[config.mk]
export PLATFORM = sky130hd
export DESIGN_NAME = soft_mute_gain
export DESIGN_NICKNAME = d
export VERILOG_FILES = /design/src/rtl/soft_mute_gain.sv
export SDC_FILE = /design/constraint.sdc
export NUM_CORES = 1
export LEC_CHECK = 0
export ABC_AREA = 1
export CORE_MARGIN = 1.5
export CORE_UTILIZATION = 45
export DETAILED_ROUTE_END_ITERATION = 8
export GPL_TIMING_DRIVEN = 0
export HOLD_SLACK_MARGIN = 0.08
export PLACE_DENSITY = 0.6
export SLEW_MARGIN = 20
export SYNTH_ARGS = -nofsm -noshare
export SYNTH_HDL_FRONTEND = slang
export SYNTH_SLANG_ARGS = --single-unit
[constraint.sdc]
create_clock -name clk -period 5.6 [get_ports clk]
set_input_delay 0.56 -clock clk [delete_from_list [all_inputs] [get_ports clk]]
set_output_delay 0.56 -clock clk [all_outputs]
set_load 0.005 [all_outputs]
[src/rtl/soft_mute_gain.sv]
// Gain and soft-mute stage: scales 20-bit samples by a Q1.7 gain, applies a
// linear mute/unmute ramp of 2^RAMP_LOG2 samples, and saturates to 16 bits.
//
// Handshake: sample_en is a one-cycle input strobe with no back-pressure;
// sample_in/gain/mute are sampled only on cycles where it is high. Exactly
// two cycles later sample_valid pulses for one cycle together with
// sample_out and clip. sample_out holds its value between pulses.
module soft_mute_gain #(
  parameter int RAMP_LOG2 = 8
) (
  input  logic        clk,
  input  logic        reset,
  input  logic        sample_en,
  input  logic [19:0] sample_in,
  input  logic [7:0]  gain,
  input  logic        mute,
  output logic [15:0] sample_out,
  output logic        sample_valid,
  output logic        clip,
  output logic        muted,
  output logic [1:0]  state_dbg_o
);

  localparam int CW = RAMP_LOG2 + 1;
  localparam logic [CW-1:0] FULL = {1'b1, {RAMP_LOG2{1'b0}}};
  localparam logic [CW-1:0] ZERO = '0;
  localparam logic [CW-1:0] ONE  = {{RAMP_LOG2{1'b0}}, 1'b1};

  typedef enum logic [1:0] {
    MUTED     = 2'd0,
    RAMP_UP   = 2'd1,
    UNMUTED   = 2'd2,
    RAMP_DOWN = 2'd3
  } state_t;

  state_t             state_q;
  logic [CW-1:0]      ramp_cnt_q;
  logic               muted_q;

  logic               s1_valid_q;
  logic signed [19:0] s1_sample_q;
  logic [7:0]         s1_gain_q;

  logic [15:0]        sample_out_q;
  logic               sample_valid_q;
  logic               clip_q;

  // Effective gain uses the ramp count before this strobe's update.
  logic [CW+7:0]      gain_prod;
  logic [7:0]         eff_gain;
  logic [CW-1:0]      cnt_up;
  logic [CW-1:0]      cnt_dn;

  assign gain_prod = gain * ramp_cnt_q;
  assign eff_gain  = gain_prod[RAMP_LOG2 +: 8];
  assign cnt_up    = ramp_cnt_q + ONE;
  assign cnt_dn    = ramp_cnt_q - ONE;

  // Mute ramp FSM: advances one step per accepted sample, muted is registered.
  always_ff @(posedge clk or posedge reset) begin
    if (reset) begin
      state_q    <= MUTED;
      ramp_cnt_q <= ZERO;
      muted_q    <= 1'b1;
    end else if (sample_en) begin
      case (state_q)
        MUTED: begin
          if (!mute) begin
            ramp_cnt_q <= ONE;
            state_q    <= RAMP_UP;
            muted_q    <= 1'b0;
          end
        end
        RAMP_UP, UNMUTED, RAMP_DOWN: begin
          if (mute) begin
            if (state_q != MUTED) begin
              ramp_cnt_q <= cnt_dn;
              state_q    <= (cnt_dn == ZERO) ? MUTED : RAMP_DOWN;
              muted_q    <= (cnt_dn == ZERO);
            end
          end else if (state_q != UNMUTED) begin
            ramp_cnt_q <= cnt_up;
            state_q    <= (cnt_up == FULL) ? UNMUTED : RAMP_UP;
            muted_q    <= 1'b0;
          end
        end
        default: begin
          state_q    <= MUTED;
          ramp_cnt_q <= ZERO;
          muted_q    <= 1'b1;
        end
      endcase
    end
  end

  // Stage 1: capture the sample together with the gain that applies to it.
  always_ff @(posedge clk or posedge reset) begin
    if (reset) begin
      s1_valid_q  <= 1'b0;
      s1_sample_q <= '0;
      s1_gain_q   <= '0;
    end else begin
      s1_valid_q <= sample_en;
      if (sample_en) begin
        s1_sample_q <= signed'(sample_in);
        s1_gain_q   <= eff_gain;
      end
    end
  end

  // Stage 2 arithmetic: signed multiply, floor shift by 11, saturate to 16 bits.
  logic signed [28:0] prod;
  logic signed [17:0] scaled;
  logic [15:0]        sat_val;
  logic               sat_clip;

  always_comb begin
    prod     = s1_sample_q * signed'({1'b0, s1_gain_q});
    scaled   = prod[28:11];
    sat_val  = scaled[15:0];
    sat_clip = 1'b0;
    if (scaled > 18'sd32767) begin
      sat_val  = 16'h7FFF;
      sat_clip = 1'b1;
    end else if (scaled < -18'sd32768) begin
      sat_val  = 16'h8000;
      sat_clip = 1'b1;
    end
  end

  // Output register: data and clip update only with a valid stage-1 sample.
  always_ff @(posedge clk or posedge reset) begin
    if (reset) begin
      sample_out_q   <= '0;
      sample_valid_q <= 1'b0;
      clip_q         <= 1'b0;
    end else begin
      sample_valid_q <= s1_valid_q;
      if (s1_valid_q) begin
        sample_out_q <= sat_val;
        clip_q       <= sat_clip;
      end
    end
  end

  // Low product bits and the top gain product bit are dropped by design.
  logic unused_bits;
  assign unused_bits = ^{prod[10:0], gain_prod[RAMP_LOG2-1:0], gain_prod[CW+7]};

  assign sample_out   = sample_out_q;
  assign sample_valid = sample_valid_q;
  assign clip         = clip_q;
  assign muted        = muted_q;
  assign state_dbg_o  = state_q;

endmodule

# After elaboration in Yosys (flattened, before gate mapping)
# Index checks and enable logic that the tools add are counted.
[totals]
reg_bits = 59
inputBits = 32
elab_cells = 49
[classes]
n_addsub = 2
multipliers = 2
magnitude_cmp = 2
n_eq_ne = 8
muxes = 21
n_reduce_logical = 5
[op_table]
columns = ["cell", "n"]
rows = [
  ["$mux 9", 4],
  ["$mux 16", 2],
  ["$mul 20x9->29", 1],
  ["$gt 18x16->1 const B", 1],
  ["$lt 18x16->1 const B", 1],
  ["$pmux 9 s2", 1],
  ["$mul 8x9->16", 1],
  ["$mux 2", 6],
  ["$add 9x1->9 const B", 1],
  ["$eq 9x9->1 const B", 1],
  ["$logic_not 9->1", 1],
  ["$sub 9x1->9 const B", 1],
  ["$mux 1", 6],
  ["$ne 3x3->1 const B", 2],
  ["$eq 2x2->1 const B", 2],
  ["$ne 2x2->1 const B", 2],
  ["$pmux 2 s2", 1],
  ["$reduce_and 4->1", 1],
  ["$reduce_or 3->1", 1],
  ["$eq 2x1->1 const B", 1],
  ["$logic_not 2->1", 1],
  ["$pmux 1 s2", 1],
  ["$reduce_bool 2->1", 1],
]

# Logic depth before layout (Yosys ltp)
[logic_depth]
ltp_word = 6
depth_mapped = 27

# Least setup slack after synthesis
# Ideal clock, no wire load.
[synth_timing]
path_kind = "register -> register"
startpoint = "reg s1_gain_q[0]"
endpoint = "reg sample_out_q[8] (netlist: sample_out[8])"
setup_ps = 120
t_arrival_ps = 4724
required_ps = 5480
slack_ps = 756
path_stages_with_launch = 25
path_cell_list = "dfrtp_1 clkbuf_1 nand2_1 inv_1 fa_1 inv_1 fa_1 inv_1 fa_1 inv_1 fa_1 inv_1 ha_1 inv_2 nor3_4 nand2_2 nor3_2 nand2_1 nand2_1 nand2_1 nand2_1 nand3_1 nand2_4 buf_6 a21oi_2"
[synth_between]
elab_chain_cells = 4
elab_cells_between_ends = 5
cone_classes = "mul (1); order compare (2); mux (2)"
[synth_lines]
columns = ["element", "line", "rtl"]
rows = [
  ["from (decl)", "42", "logic [7:0] s1_gain_q;"],
  ["from (signal assigned)", "106", "s1_gain_q <= eff_gain;"],
  ["$mul 20x9->29 *", "118", "prod = s1_sample_q * signed'({1'b0, s1_gain_q});"],
  ["$lt 18x16->1", "125", "end else if (scaled < -18'sd32768) begin"],
  ["$mux 16", "125", ""],
  ["$mux 16 *", "122", "if (scaled > 18'sd32767) begin"],
  ["to (signal assigned)", "140", "sample_out_q <= sat_val;"],
  ["to (decl)", "44", "logic [15:0] sample_out_q;"],
]
# Mark *: on every way between the ends. The rest lies on a longest branch, timed or not.
# A chain may end at the register's enable or synchronous reset.

# Worst setup path after layout
[layout_timing]
startpoint = "reg s1_gain_q[0]"
endpoint = "reg sample_out_q[4] (netlist: sample_out[4])"
# Same word-level chain as after synthesis.

==> results by group <==
STA
  – Final setup vio count: 0
  – Worst slew pin tran: between 0.7 and 0.8 ns
  – Endpoints failing hold: 0
  – Fmax: ~190 MHz
  – Min Tclk post-route: roughly 5.3 ns
  – Final Slew Violations: 0
  – RSZ-0062 raised after global routing: no
  – Tcrit/Tclk final: 93.8%
  – Skew final: roughly 0.009 ns
  – Slew HR: between 50% and 60%
  – TNS Setup: 0 ns
  – Minimum hold slack: 0.374 ns

Die
  – Die W: between 150 and 200 um
  – Die area: 25900 um^2
  – Initial Util: 46.0%
  – Floorplan row count: 57
  – I/O pin count: 53
  – Die Y: roughly 160 um
  – Core ar.: 24400 um^2

Synth
  – Synthesized area: 11200 um^2
  – Syn nets: about 1.8k
  – Netlist cell types: 41
  – Yosys warns: 0
  – Post-synthesis sequential area ratio: 13.2%
  – FF+latch count, synth: 59
  – Cell count after synthesis: 1562
  – Syn Area/Cell: 7.18 um^2

Placement
  – Final GP Congestion: 0.875
  – DP HPWL: approximately 21000 um
  – Port-buffer cells: 43

Global routing
  – GRT busiest layer: met2
  – Tot GR Track Use: a little over a fifth
  – Grt ovf: 0
  – Initial antenna violation count: 0
  – Vias in the first global route: 9308
  – Largest net degree at the start of global routing: between 50 and 60
  – Met3 Use GR: 2.56%
  – Met2 usage: a little over a third
  – First-pass GRT wire length: between 40000 and 50000 um
  – GR Util met1: 27.8%

Final layout
  – Nets@finish: 1901
  – Area added between synthesis and finish: 10.9%
  – Final core occ: roughly half
  – Share of layout cells above drive strength 1: under 10%
  – Fillers: 2484
  – Inserted Diodes: 0

Clocking
  – CTS root buf: clkbuf_16
  – Worst-path clk slew: approximately 0.050 ns
  – Clk_lat worst skew: 0.35 ns
  – Clk sinks: 59
  – # hold bufs at CTS: 0
  – Clk buf depth: 2
  – TritonCTS clock tree: yes
  – CTS Buf Count: 9
  – Htree depth: 3
  – Post-CTS Setup Repair Bufs: 0

Route
  – Drt first pass iters: 5
  – Post-route DRC: 0
  – Routed Antenna Nets: 0
  – Routed WL: 24900 um
  – DR vias/cell: 4.69
  – Vias: 9120
  – Routed len/inst: 12.8 um
  – Drt initial violations: 449

Critical path
  – Maximum fanout along the worst path: 11
  – Worst EP arrival: approximately 5.5 ns
  – Worst path required time: 5.83 ns
  – Critical path type: reg2reg
  – Crit. End Element: flip-flop
  – Setup crit start kind: flip-flop

Run
  – MaxCap Viol Count: 0

Min path
  – Worst hold-check path type: reg2reg

Outcome
  – Status: finished, final reports clean
==> path summary, 6_finish.rpt <==
path                         startpoint              to  slack, ns  cells past startpoint
max                        s1_gain_q[0]   sample_out[4]       0.35                     21
min                          s1_valid_q    sample_valid       0.37                      0
max reg2reg                s1_gain_q[0]   sample_out[4]       0.35                     21
min reg2reg                  s1_valid_q    sample_valid       0.37                      0
max in group asynchronous         reset    s1_gain_q[1]       4.65                      3
min in group asynchronous         reset  state_dbg_o[0]       0.44                      2
==> registers in the layout (all words and copies together), names as in the netlist <==
register and count:
sample_out 16, muted 1, sample_valid 1, s1_gain_q 8, ramp_cnt_q 9, s1_valid_q 1
state_dbg_o 2, clip 1, s1_sample_q 20
==> per-layer routing <==
layer	wire, um	up-vias
met5	0	-
met4	753	0
met3	862	45
met2	11700	172
met1	11600	4295
li1	-	4608
==> cells by family after synthesis <==
group	after synthesis	synth area share, %
simple gates	629	23.0
buf+inv	489	16.6
fa+ha+maj	255	39.5
compound gates	96	5.09
flops	59	13.2
xor+xnor	34	2.65
==> per-stage QoR <==
stage	area (um^2)	std cells	setup WS, ns
after global routing	12400	1943	0.00724
after CTS	12400	1945	0.00964
after floorplan	11200	1562	0.756
after detailed placement	12100	1930	-0.0328
after global placement	12100	1929	0.0291
final	12400	1943	0.347
==> Yosys cell counts, drive strengths merged <==
cell,n,share of area [%]
nand2,473,16
o22ai,4,0.22
a31oi,8,0.45
ha,90,10
o21bai,5,0.33
nand3,47,2.1
or2,4,0.22
xor2,21,1.6
inv,424,14
o31ai,1,0.067
nor2,74,2.6
dfstp,1,0.23
clkbuf,52,1.7
fa,165,29
o211ai,1,0.067
a21o,4,0.27
nor3,15,0.86
o21ai,22,0.98
a211oi,1,0.067
xnor2,13,1.0
and3,1,0.056
nand4,10,0.56
a21oi,50,2.6
and2,2,0.11
buf,13,0.71
nor4,1,0.056
nand3b,2,0.13
dfrtp,58,13
==> timing repair <==
| item | 4_1_cts | 5_1_grt |
|---|---|---|
| endpoints found under the setup margin | 10 | 17 |
| resized for setup | 0 | 14 |
| pin swaps | 0 | 0 |
==> critical path: stages (launching register included) <==
cell and delay, ns:
dfrtp_2 0.54, buf_1 0.43, nand2_1 0.15, fa_1 0.50, inv_1 0.05, fa_1 0.50, fa_1 0.50, inv_1 0.05
fa_1 0.53, inv_1 0.04, ha_1 0.37, nand2_2 0.13, inv_1 0.06, a21oi_2 0.21, o21ai_1 0.14, a21oi_1 0.25
nand2_1 0.11, nand2_1 0.08, nand3_2 0.10, nand2_4 0.14, buf_6 0.18, a21oi_2 0.07
==> placed cells by master (no fill, tap or decap), types with 8 or more instances in the layout <==
cell             netlist  final
nand3_1               46     46
a21oi_1               38     38
fa_1                 165    164
nor3_1                12     12
clkbuf_1              52     46
clkbuf_16              0      9
xor2_1                21     21
a21oi_2               12     12
a31oi_1                8      8
nand2_1              459    458
ha_1                  90     89
nand2_2               11     12
xnor2_1               13     13
buf_2                  7      8
o21ai_0               18     18
inv_1                423    422
nand4_1               10     10
clkdlybuf4s50_1        0     43
nor2_1                70     70
dfrtp_1               58     55
==> final cells by class <==
class                           count  area [um^2]  area share (%)
Timing Repair Buffer               44          458            3.68
Buffer                             62          269            2.16
Clock buffer                       10          239            1.92
Clock inverter                      6          111           0.895
Tap cell                          324          405            3.26
Sequential cell                    59         1480            11.9
Inverter                          424         1590            12.8
Multi-Input combinational cell   1014         7880            63.4
Power is left out: the tool's default activity adds up to more than one toggle a clock period on the data nets, which glitch-free logic cannot reach.
